$ cat src/rtl/elevator_pkg.sv
// elevator_pkg: floor codes, scheduler state encoding and default timing
// shared by the elevator call scheduler and its target selector.
package elevator_pkg;
  localparam int N_FLOORS = 3;
  localparam int DEF_DOOR_CYCLES = 8;
  localparam logic [1:0] FLOOR1 = 2'b00;
  localparam logic [1:0] FLOOR2 = 2'b01;
  localparam logic [1:0] FLOOR3 = 2'b10;
  localparam logic [1:0] FLOOR_NONE = 2'b11;
  typedef enum logic [1:0] {IDLE, CLOSE, MOVE, OPEN} state_e;
  function automatic logic [N_FLOORS-1:0] floor_bit(input logic [1:0] f);
    return (f == FLOOR_NONE) ? '0 : N_FLOORS'(1) << f;
  endfunction
endpackage

$ cat src/rtl/scan_target_sel.sv
// scan_target_sel: combinational SCAN choice of the next floor to serve
// from the pending calls, the car position and the current direction.
module scan_target_sel
  import elevator_pkg::*;
(
  input  logic [N_FLOORS-1:0] pending,
  input  logic [1:0]          cur_floor,
  input  logic                dir_up,
  output logic [1:0]          next_target,
  output logic                next_dir,
  output logic                valid
);
  logic [N_FLOORS-1:0] above, below;
  logic up_v, dn_v, go_up;
  always_comb begin
    above = N_FLOORS'(6) << cur_floor;
    below = ~above & ~floor_bit(cur_floor);
    up_v = |(pending & above);
    dn_v = |(pending & below);
    go_up = dir_up ? up_v : (up_v && !dn_v);
    valid = (cur_floor != FLOOR_NONE) && (up_v || dn_v);
    next_dir = go_up || (!dn_v && dir_up);
    next_target = go_up ? ((cur_floor == FLOOR1 && pending[1]) ? FLOOR2 : FLOOR3)
                        : ((cur_floor == FLOOR3 && pending[1]) ? FLOOR2 : FLOOR1);
  end
endmodule

$ cat src/rtl/elevator_call_scheduler.sv
// elevator_call_scheduler: latches floor calls, picks the next floor (SCAN) and
// sequences door/car for a 3-floor car. Optional MOVE watchdog: SCHED_WATCHDOG_EN.
module elevator_call_scheduler
  import elevator_pkg::*;
#(
  parameter int DOOR_CYCLES = DEF_DOOR_CYCLES,
  parameter int CNT_W = 4
`ifdef SCHED_WATCHDOG_EN
  , parameter int MOVE_TIMEOUT = 15
`endif
) (
  input  logic                clk,
  input  logic                rst,
  input  logic [N_FLOORS-1:0] call_in,
  input  logic [1:0]          cur_floor,
  output logic [1:0]          target,
  output logic                door_closed,
  output logic                dir_up,
  output logic [N_FLOORS-1:0] pending,
  output logic                busy,
  output logic                fault
);
  localparam logic [CNT_W-1:0] DOOR_LD = CNT_W'(DOOR_CYCLES);
  localparam logic [CNT_W-1:0] ONE = CNT_W'(1);
  state_e state_q, state_d;
  logic [N_FLOORS-1:0] pend_q, pend_d, clr;
  logic [1:0] tgt_q, tgt_d, sel_t;
  logic [CNT_W-1:0] cnt_q, cnt_d;
  logic dir_q, dir_d, door_q, busy_q, sel_dir, sel_v, cur_ok, hold;
  assign cur_ok = cur_floor != FLOOR_NONE;
  scan_target_sel u_sel (
    .pending    (pend_q),
    .cur_floor  (cur_floor),
    .dir_up     (dir_q),
    .next_target(sel_t),
    .next_dir   (sel_dir),
    .valid      (sel_v)
  );
`ifdef SCHED_WATCHDOG_EN
  localparam logic [CNT_W-1:0] TIMEOUT = CNT_W'(MOVE_TIMEOUT);
  logic fault_q, fault_d;
  assign hold = fault_q;
  assign fault = fault_q;
  always_ff @(posedge clk or negedge rst)
    if (!rst) fault_q <= 1'b0;
    else fault_q <= fault_d;
`else
  assign hold = 1'b0;
  assign fault = 1'b0;
`endif
  always_comb begin
    state_d = state_q;
    tgt_d = tgt_q;
    dir_d = dir_q;
    cnt_d = cnt_q;
    clr = '0;
`ifdef SCHED_WATCHDOG_EN
    fault_d = fault_q;
`endif
    case (state_q)
      IDLE: if (!hold && cur_ok && |pend_q) begin
        if (|(pend_q & floor_bit(cur_floor))) begin
          state_d = OPEN;
          tgt_d = cur_floor;
          cnt_d = DOOR_LD;
          clr = floor_bit(cur_floor);
        end else if (sel_v) begin
          state_d = CLOSE;
          tgt_d = sel_t;
          dir_d = sel_dir;
          cnt_d = DOOR_LD;
        end
      end
      CLOSE: begin
        cnt_d = cnt_q - ONE;
        if (cnt_q <= ONE) state_d = MOVE;
      end
      MOVE: if (cur_floor == tgt_q) begin
        state_d = OPEN;
        cnt_d = DOOR_LD;
        clr = floor_bit(tgt_q);
      end else begin
        // the middle floor is the only one that can lie between car and target
        if (cur_ok && pend_q[1] && ((cur_floor == FLOOR1 && tgt_q == FLOOR3) ||
            (cur_floor == FLOOR3 && tgt_q == FLOOR1))) tgt_d = FLOOR2;
`ifdef SCHED_WATCHDOG_EN
        if (cnt_q == TIMEOUT) begin
          fault_d = 1'b1;
          state_d = IDLE;
          cnt_d = '0;
        end else cnt_d = cnt_q + ONE;
`endif
      end
      OPEN: if (|(call_in & floor_bit(tgt_q))) begin
        cnt_d = DOOR_LD;
        clr = floor_bit(tgt_q);
      end else begin
        cnt_d = cnt_q - ONE;
        if (cnt_q <= ONE) state_d = IDLE;
      end
    endcase
    pend_d = (pend_q | call_in) & ~clr;
`ifdef SCHED_WATCHDOG_EN
    if (fault_d) pend_d = '0;
`endif
  end
  always_ff @(posedge clk or negedge rst)
    if (!rst) begin
      state_q <= IDLE;
      pend_q <= '0;
      tgt_q <= FLOOR1;
      dir_q <= 1'b1;
      cnt_q <= '0;
      door_q <= 1'b0;
      busy_q <= 1'b0;
    end else begin
      state_q <= state_d;
      pend_q <= pend_d;
      tgt_q <= tgt_d;
      dir_q <= dir_d;
      cnt_q <= cnt_d;
      door_q <= state_d == MOVE;
      busy_q <= state_d != IDLE;
    end
  assign target = tgt_q;
  assign door_closed = door_q;
  assign dir_up = dir_q;
  assign pending = pend_q;
  assign busy = busy_q;
endmodule

$ cat config.mk
export PLATFORM = sky130hd
export DESIGN_NAME = elevator_call_scheduler
export DESIGN_NICKNAME = d
export VERILOG_FILES = /design/src/rtl/elevator_pkg.sv /design/src/rtl/scan_target_sel.sv /design/src/rtl/elevator_call_scheduler.sv
export SDC_FILE = /design/constraint.sdc
export NUM_CORES = 1
export LEC_CHECK = 0
export ABC_AREA = 1
export BUFFER_PORTS_ARGS = -buffer_cell sky130_fd_sc_hd__buf_2
export CELL_PAD_IN_SITES_DETAIL_PLACEMENT = 0
export CELL_PAD_IN_SITES_GLOBAL_PLACEMENT = 1
export CORE_ASPECT_RATIO = 1.75
export CORE_MARGIN = 2
export CORE_UTILIZATION = 31
export DETAILED_ROUTE_END_ITERATION = 10
export GPL_ROUTABILITY_DRIVEN = 0
export PLACE_DENSITY_LB_ADDON = 0.25
export SLEW_MARGIN = 20
export SYNTH_ARGS = -nofsm -noshare
export SYNTH_HDL_FRONTEND = slang
export SYNTH_SLANG_ARGS = --single-unit
$ cat constraint.sdc
create_clock -name clk -period 1.4 [get_ports clk]
set_input_delay 0.28 -clock clk [delete_from_list [all_inputs] [get_ports clk]]
set_output_delay 0.28 -clock clk [all_outputs]
set_load 0.005 [all_outputs]
* Word level (Yosys, flattened, before mapping)
Cells that the tools add are included.
W data, S select, Z words.
** Storage, ports and cells
- Register bits after elaboration :: 14
- Output and inout port bits :: 9
- Logic and storage cells :: 96
- Input port bits :: 7
** Cells by class
- Bitwise operators :: 11
- Add/subtract/negate cells :: 1
- Equal/unequal tests :: 15
- Mux-type cells :: 31
- Shift operators :: 3
- $lt $le $gt $ge :: 1
- Reduce and logical (&&, ||, !) cells :: 27
** Operator list (number)
- $mux W2 :: 14
- $mux W4 :: 5
- $and A3 B3 Y3 :: 6
- $mux W3 :: 6
- $pmux W4 S4 :: 1
- $reduce_or A3 Y1 :: 5
- $eq A2 B2 Y1 const B :: 7
- $logic_and A1 B1 Y1 :: 10
- $ne A2 B2 Y1 const B :: 5
- $not A3 Y3 :: 3
- $pmux W3 S3 :: 1
- $pmux W2 S4 :: 1
- $logic_not A2 Y1 :: 3
- $shl A1 B2 Y3 const A :: 2
- $reduce_and A5 Y1 :: 1
- $le A4 B1 Y1 const B :: 1
- $pmux W2 S2 :: 1
- $reduce_and A4 Y1 :: 1
- $reduce_bool A2 Y1 :: 2
- $sub A4 B1 Y4 const B :: 1
- $logic_or A1 B1 Y1 :: 3
- $ne A3 B3 Y1 const B :: 1
- $or A3 B3 Y3 :: 1
- $reduce_and A3 Y1 :: 1
- other kinds (6) :: 7

* Depth between registers and ports, before layout
Gate-level depths: netlist of the first run.
- Depth after elaboration :: 14
- Depth in mapped cells :: 10

* Cells and area by module
A second synthesis of the first run with hierarchy kept.
** Unflattened totals
- Cell total of the unflattened synthesis :: 162
- Area, all modules :: 1104.8 sq um
** Modules (own cells, without submodules)
- elevator_call_scheduler :: cells each 144, times used 1, sequential area each 351.6 sq um, area each 1022.2 sq um
- scan_target_sel :: cells each 18, times used 1, sequential area each 0.0 sq um, area each 82.6 sq um

* Worst setup path before layout of the first run
Ideal clock, no wire load.
- Path type :: register to register
- Start :: register cnt_q[0]
- End :: register busy_q (netlist: busy)
- Period minus slack after synthesis :: 1.407 ns
- Cell stages (with the launch flop) :: 8
- Library setup time :: 0.124 ns
- Slack :: -0.007 ns
- Path buffers :: 0
- Data arrival time :: 1.282 ns
- Cells stage by stage :: dfrtp_1 inv_1 ha_1 o21ai_0 o21ai_0 o21ai_2 nand2_2 or2_1
** On the way
- Longest elaborated chain between the ends :: 5
- Elaborated cells between the ends (all ways) :: 6
- Classes of those cells :: 1 x order compare; 4 x mux; 1 x reduce/logical
** Ends and longest elaborated chain
- from (decl) :: RTL line elevator_call_scheduler.sv:28 : logic [CNT_W-1:0] cnt_q, cnt_d;
- from (signal assigned) :: RTL line elevator_call_scheduler.sv:121 : cnt_q <= cnt_d;
- $le A4 B1 Y1 * :: RTL line elevator_call_scheduler.sv:76, elevator_call_scheduler.sv:99
- $mux W2 :: RTL line elevator_call_scheduler.sv:99 : if (cnt_q <= ONE) state_d = IDLE;
- $mux W2 :: RTL line elevator_call_scheduler.sv:94 : OPEN: if (|(call_in & floor_bit(tgt_q))) begin
- $pmux W2 S4 * :: RTL line elevator_call_scheduler.sv:60 : case (state_q)
- named net state_d[1] :: RTL line elevator_call_scheduler.sv:25 : state_e state_q, state_d;
- $reduce_bool A2 Y1 * :: RTL line elevator_call_scheduler.sv:123 : busy_q <= state_d != IDLE;
- to (signal assigned) :: RTL line elevator_call_scheduler.sv:115 : busy_q <= 1'b0;
- to (signal assigned) :: RTL line elevator_call_scheduler.sv:123
- to (decl) :: RTL line elevator_call_scheduler.sv:29 : logic dir_q, dir_d, door_q, busy_q, sel_dir, sel_v, cur_ok, hold;
Mark *: on every way through the listed nets, which the timed path passes. The rest lies on a longest branch.
A chain may end at the register's enable or synchronous reset.

* Worst setup path in the final report of the first run
- Start :: register cnt_q[1]
- End :: register busy_q (netlist: busy)
The elaborated chain is that of the path after synthesis.

==> results of run 1 <==
[logic make-up after synthesis]
logic type	Yosys count	share of synthesized area, %
AOI/OAI and AO/OA	21	13.2
adders and majority gates	2	2.61
buffers and inverters	24	10.7
DFF	14	36.7
other	1	0.391
and+or+nand+nor	74	36.4
[power breakdown]
part / internal [W] / leakage [nW] / total (W) / switching (W)
registers: 0.000603 / 0.151 / 0.000819 / 0.000216
logic: 0.000681 / 0.470 / 0.00150 / 0.000816
clock network: 0.000250 / 0.0288 / 0.000421 / 0.000171
total: 0.00153 / 0.650 / 0.00274 / 0.00120
[cells in the final DEF (no fill, tap or decap), drive strengths merged]
master and instances:
a211oi 1, a21oi 5, a22o 1, buf 30, clkbuf 4, conb 1, dfrtp 13, dfstp 1
dlygate4sd3 1, ha 2, inv 21, nand2 38, nand3 16, nand4 2, nor2 15, nor3 2
o2111ai 1, o211ai 1, o21ai 11, o22ai 1, or2 1
[worst max path at each step]
stage / startpoint / slack (ps) / endpoint / cells after the start
3_3_place_gp: cnt_q[1] / -30 / busy / 7
2_1_floorplan: cnt_q[0] / 70 / busy / 7
6_report: cnt_q[1] / 9 / busy / 8
3_5_place_dp: cnt_q[0] / -70 / busy / 7
4_1_cts: cnt_q[1] / 0.2 / busy / 8
5_1_grt: cnt_q[1] / -100 / busy / 8
[per-stage QoR]
step	cells	hold slack, ps	instance area (um^2)	TNS [ps]	worst slack (ps)
finish	196	305	1290	0	8.91
global route	196	318	1290	-171	-105
CTS	193	307	1210	0	0.184
detailed placement	188	213	1140	-68.7	-68.7
global placement	188	209	1140	-44.8	-31.2
floorplan	136	-15.6	958	0	65.4
[registers in the layout, indices dropped and copies added, names as in the netlist]
name,flops
state_q,2
cnt_q,4
dir_up,1
target,2
pending,3
door_closed,1
busy,1
[critical path: cells and delay by family (launching register included)]
family / cells / cell delay, ps
fa+ha+maj: 1 / 160
flops: 1 / 390
compound gates: 2 / 240
simple gates: 3 / 320
buf+inv: 2 / 160
[final cells by class]
class                           instances  area [um^2]
Clock buffer                            4         55.1
Timing Repair Buffer                   31          204
Multi-Input combinational cell         98          561
Sequential cell                        14          358
Fill cell                             306         1630
Tap cell                               28         35.0
Inverter                               21         81.3
[layer usage]
| metal | share of wire [%] | vias to the layer above | global-route usage, % |
|---|---|---|---|
| met4 | 4.4 | 0 | 10.6 |
| met5 | 0 | - | 0 |
| li1 | - | 504 | - |
| met2 | 58 | 23 | 31.4 |
| met1 | 35 | 445 | 18.9 |
| met3 | 2.3 | 9 | 2.33 |
[timing repair]
action	4_1_cts	5_1_grt
hold buffers	1	0
endpoints found under the setup margin	2	9
setup buffers	0	3
resized for setup	3	18
hold endpoints to repair	13	0
pin swaps	1	4
==> flow_metrics.tcl, run 1 <==
set metrics [dict create \
    clk-insertion-delay-late_ps 260 \
    r2r-end "busy" \
    ys_ff_latch 14 \
    syn_area_um2 958 \
    antenna_found_initial 0 \
    synth.area.top_cells "dfrtp_1 34%, nand2_1 14%, nand3_1 7.3%" \
    rsz0062_at_grt "yes" \
    ir_drop_mv 0.860 \
    post_drt_wl_per_cell_um 14.2 \
    grt_pass1_vias 994 \
    path_class "register to register" \
    area_growth_pct 35.0 \
    r2r_start "cnt_q[1]" \
    critPathMaxStageDelay_ps 390 \
    clockBufferDepth 2 \
    cp.required_ps 1550 \
    synth-async-reset-ratio_pct 100 \
    maxCapViolCount 0 \
    io_pins 16 \
    hold_path_startpoint "call_in[1]" \
    synth-edff-count 0 \
    min_delay_path_depth 3 \
    r2r_cells 8 \
    vias 981 \
    drc 0 \
    initial_core_util_pct 32.7 \
    synthFlopType "dfrtp_1" \
    clock-sinks 14 \
    p_per_area_nw_per_um2 2120 \
    total_power_w 0.00274 \
    synth_most_common_cell "nand2_1" \
    yosysTopAreaCell "dfrtp_1" \
    p_leak_nw 0.650 \
    cts_buffers 3 \
    dieArea_um2 3570 \
    grt_usage_pct 18.0 \
    fin_crit_sh_pct 99.4 \
    run_status "finished clean" \
    post-route-min-period_ps 1390 \
    utilization_pct 44.2 \
    finalClockSkew_ps 3.01 \
    synth_commonest_cells "35 x nand2_1, 16 x inv_1, 14 x nand3_1, 13 x dfrtp_1, 12 x nor2_1" \
    yosys_warnings 0 \
    critPathMaxFanout 3 \
    htree_levels 1 \
    drive_gt1_share_pct 39.3 \
    first_pass_iters 4 \
    avgViaCountPerCell 5.01 \
    synth_top_area_share_pct 33.9 \
    grt_overflow 0 \
    drt-total-wl_mm 2.78 \
    die_x_um 46.0 \
    max_freq_ghz 0.719 \
    cp_cell_sequence "inv_2 -> ha_4 -> o21ai_4 -> inv_1 -> nand2_1 -> o21ai_2 -> nand2_2 -> or2_1" \
    portBuffers 14 \
    root_buffer "clkbuf_8" \
    n_antenna_cell 0 \
    hold_viol_final 0 \
    arrival_ps 1540 \
    holdPathEnd "pending[1]" \
    coreArea_um2 2930 \
    setup_viol 0 \
    holdCritPathClass "input pin to register" \
    grt_pass1_wl_mm 4.59 \
    dp_hpwl_mm 2.15 \
    r2r_setup_slack_ps 9 \
    path_clk_slew_ps 60 \
    seq_area_frac_synth_pct 36.7 \
    cp-end-kind "register" \
    syn_nets 145 \
    yosys.cell_types.count 29 \
    slowest_stage "dfrtp_1" \
    cp-start-kind "register" \
    grt_max_degree 15 \
    drt-initial-drc-count 20 \
    rows 26 \
    slew_violations 0 \
    tritoncts "yes" \
    final_nets 178 \
    ant_nets 0 \
    syn-instance-count 136 \
    die_h_um 77.6 \
    postSynthAreaPerCell_um2 7.05 \
]
(Power assumes the default switching activity.)
==> run 2: changes to the inputs <==
ABC_AREA = 0   (was 1)
==> flow_metrics.tcl, run 2 <==
set metrics [dict create \
    run_status "complete, but fails checks" \
    violations "negative setup slack" \
    synth_most_common_cell "dfrtp_1" \
    finalInstanceArea_um2 1340 \
    fin_crit_sh_pct 108 \
    synth_top_area_share_pct 33.9 \
    regMostFlops "cnt_q" \
    slew_violations 0 \
    cp_cell_sequence "mux2i_2 -> o21ai_2 -> a221oi_4 -> o2111a_1" \
    syn-instance-count 108 \
    post_drt_wl_per_cell_um 15.2 \
    vias 938 \
    fin_cells 174 \
    final_nets 156 \
    initial_core_util_pct 32.8 \
    path_clk_slew_ps 60 \
    grt_usage_pct 17.3 \
    n_antenna_cell 0 \
    syn_nets 117 \
    coreArea_um2 2930 \
    grt_overflow 0 \
    yosys.cell_types.count 43 \
    synth_commonest_cells "13 x dfrtp_1, 9 x nand2_1, 8 x o21ai_0, 7 x inv_1, 7 x nor2_1" \
    internal_power_w 0.00163 \
    portBuffers 14 \
    ant_nets 0 \
    syn_area_um2 961 \
    avgViaCountPerCell 5.39 \
    grt_pass1_wl_mm 4.63 \
    synth-edff-count 0 \
    fin_setup_tns_ps -406 \
    clock-sinks 14 \
    setup_viol 8 \
    seqCellArea_um2 355 \
    seq_area_frac_synth_pct 36.6 \
    post-route-min-period_ps 1510 \
    power_frac_clock_pct 14.9 \
    p_sw_w 0.00105 \
    swShare_pct 39.1 \
    multiInputGateArea_um2 594 \
    setup_slack_ps -106 \
    dp_slack_ps -144 \
    die_h_um 77.7 \
    rsz0062_at_grt "yes" \
    place_inst 168 \
    grt_pass1_vias 1003 \
    p_per_area_nw_per_um2 2000 \
    path_class "register to register" \
    holdCritPathClass "input pin to register" \
    ir_drop_mv 0.750 \
    final_common_cell "buf_4" \
    cp-start-kind "register" \
    seqPwrFrac_pct 27.6 \
    drc 0 \
    p_leak_nw 0.596 \
    slowest_stage "dfrtp_2" \
    dieArea_um2 3580 \
    layout_common_cells "24 x buf_4, 14 x buf_2, 10 x dfrtp_1" \
    area_growth_pct 39.2 \
    power_frac_comb_pct 57.5 \
    synth.area.top_cells "dfrtp_1 34%, o21ai_0 4.2%, nand2b_1 3.9%" \
    largest_register_ffs 4 \
    synth-async-reset-ratio_pct 100 \
    synthFlopType "dfrtp_1" \
    hold_viol_final 0 \
    io_pins 16 \
    rows 26 \
    maxCapViolCount 0 \
    cp.required_ps 1580 \
    drt-total-wl_mm 2.65 \
    dp_hpwl_mm 2.16 \
    cts_buffers 3 \
    tritoncts "yes" \
    critPathMaxFanout 5 \
    cp-end-kind "register" \
    postSynthAreaPerCell_um2 8.90 \
    drt-initial-drc-count 16 \
    yosys_warnings 0 \
    postPlaceCellArea_um2 1230 \
    die_x_um 46.1 \
    finalClockSkew_ps 6.48 \
    antenna_found_initial 0 \
    clockBufferDepth 2 \
    grt_max_degree 15 \
    yosysTopAreaCell "dfrtp_1" \
    clk-insertion-delay-late_ps 250 \
    drive_gt1_share_pct 41.1 \
    root_buffer "clkbuf_8" \
    htree_levels 1 \
    ys_ff_latch 14 \
    arrival_ps 1680 \
    first_pass_iters 4 \
    max_freq_ghz 0.664 \
    fillers 314 \
    critPathMaxStageDelay_ps 440 \
]
==> run 2: cell count changes after synthesis, sizes merged, moves of 3 or more <==
cell / change
nand2: -29
nand3: -15
inv: -14
nor2: -8
nand2b: +6
mux2i: +3
nand3b: +3
o21a: +3
o22ai: +3
or3: +3
==> run 2: per-layer routing <==
layer / global-route usage [%] / up-vias / routed length (um)
met4: 6.00 / 0 / 25
li1: - / 464 / -
met2: 31.9 / 16 / 1550
met5: 0 / - / 0
met3: 1.40 / 2 / 51
met1: 19.1 / 456 / 1020
==> run 2: power groups by stage <==
stage	Combinational [W]	Sequential [W]	Clock, W
2_1_floorplan	0.000844	0.000731	0
3_3_place_gp	0.00145	0.000728	0
3_5_place_dp	0.00147	0.000731	0
4_1_cts	0.00153	0.000736	0.000412
5_1_grt	0.00170	0.000767	0.000426
6_report	0.00154	0.000740	0.000399
==> run 2: cell type report <==
class	instances	area share [%]
inverters	7	1.96
clock buffers	4	4.12
multi-input cells	81	44.4
well taps	28	2.62
repair buffers	40	20.3
flip-flops and latches	14	26.6
==> run 2: metrics by stage <==
stage	hold slack [ps]	power (W)	utilization [%]
after global routing	394	0.00290	45.7
after CTS	374	0.00267	45.3
after floorplan	-15.6	0.00157	-
final	384	0.00268	45.7
after detailed placement	200	0.00220	42.1
after global placement	196	0.00218	42.1
==> run 2: worst paths after layout <==
check | from | end | slack (ps) | depth (start not counted)
max | target[0] | door_closed | -110 | 4
min | call_in[1] | pending[1] | 380 | 3
max reg2reg | target[0] | door_closed | -110 | 4
min reg2reg | dir_up | dir_up | 510 | 2
max in group asynchronous | rst | dir_up | 660 | 2
min in group asynchronous | rst | cnt_q[3] | 450 | 2
==> run 2: cells by family (layout without fill, tap and decap cells) <==
logic type      Yosys count  count (layout)  share of synthesized area [%]
compound gates           34              34                           25.9
xor+xnor                  2               2                           2.60
fa+ha+maj                 2               2                           2.60
buf+inv                  13              51                           6.51
flops                    14              14                           36.6
mux                       4               4                           4.30
other cells               1               1                          0.390
simple gates             38              38                           21.1
==> run 2: worst max-delay path, delay by kind of cell (launching register included) <==
kind               cells  cell delay (ps)
muxes                  1              260
DFF                    1              440
AOI/OAI and AO/OA      3              730
==> run 2: repair_timing <==
action / 4_1_cts / 5_1_grt
hold buffers: 1 / 0
setup buffers: 1 / 1
gates resized for setup: 7 / 2
setup endpoints to repair: 12 / 13
pin swaps: 3 / 6
endpoints found under the hold margin: 13 / 0
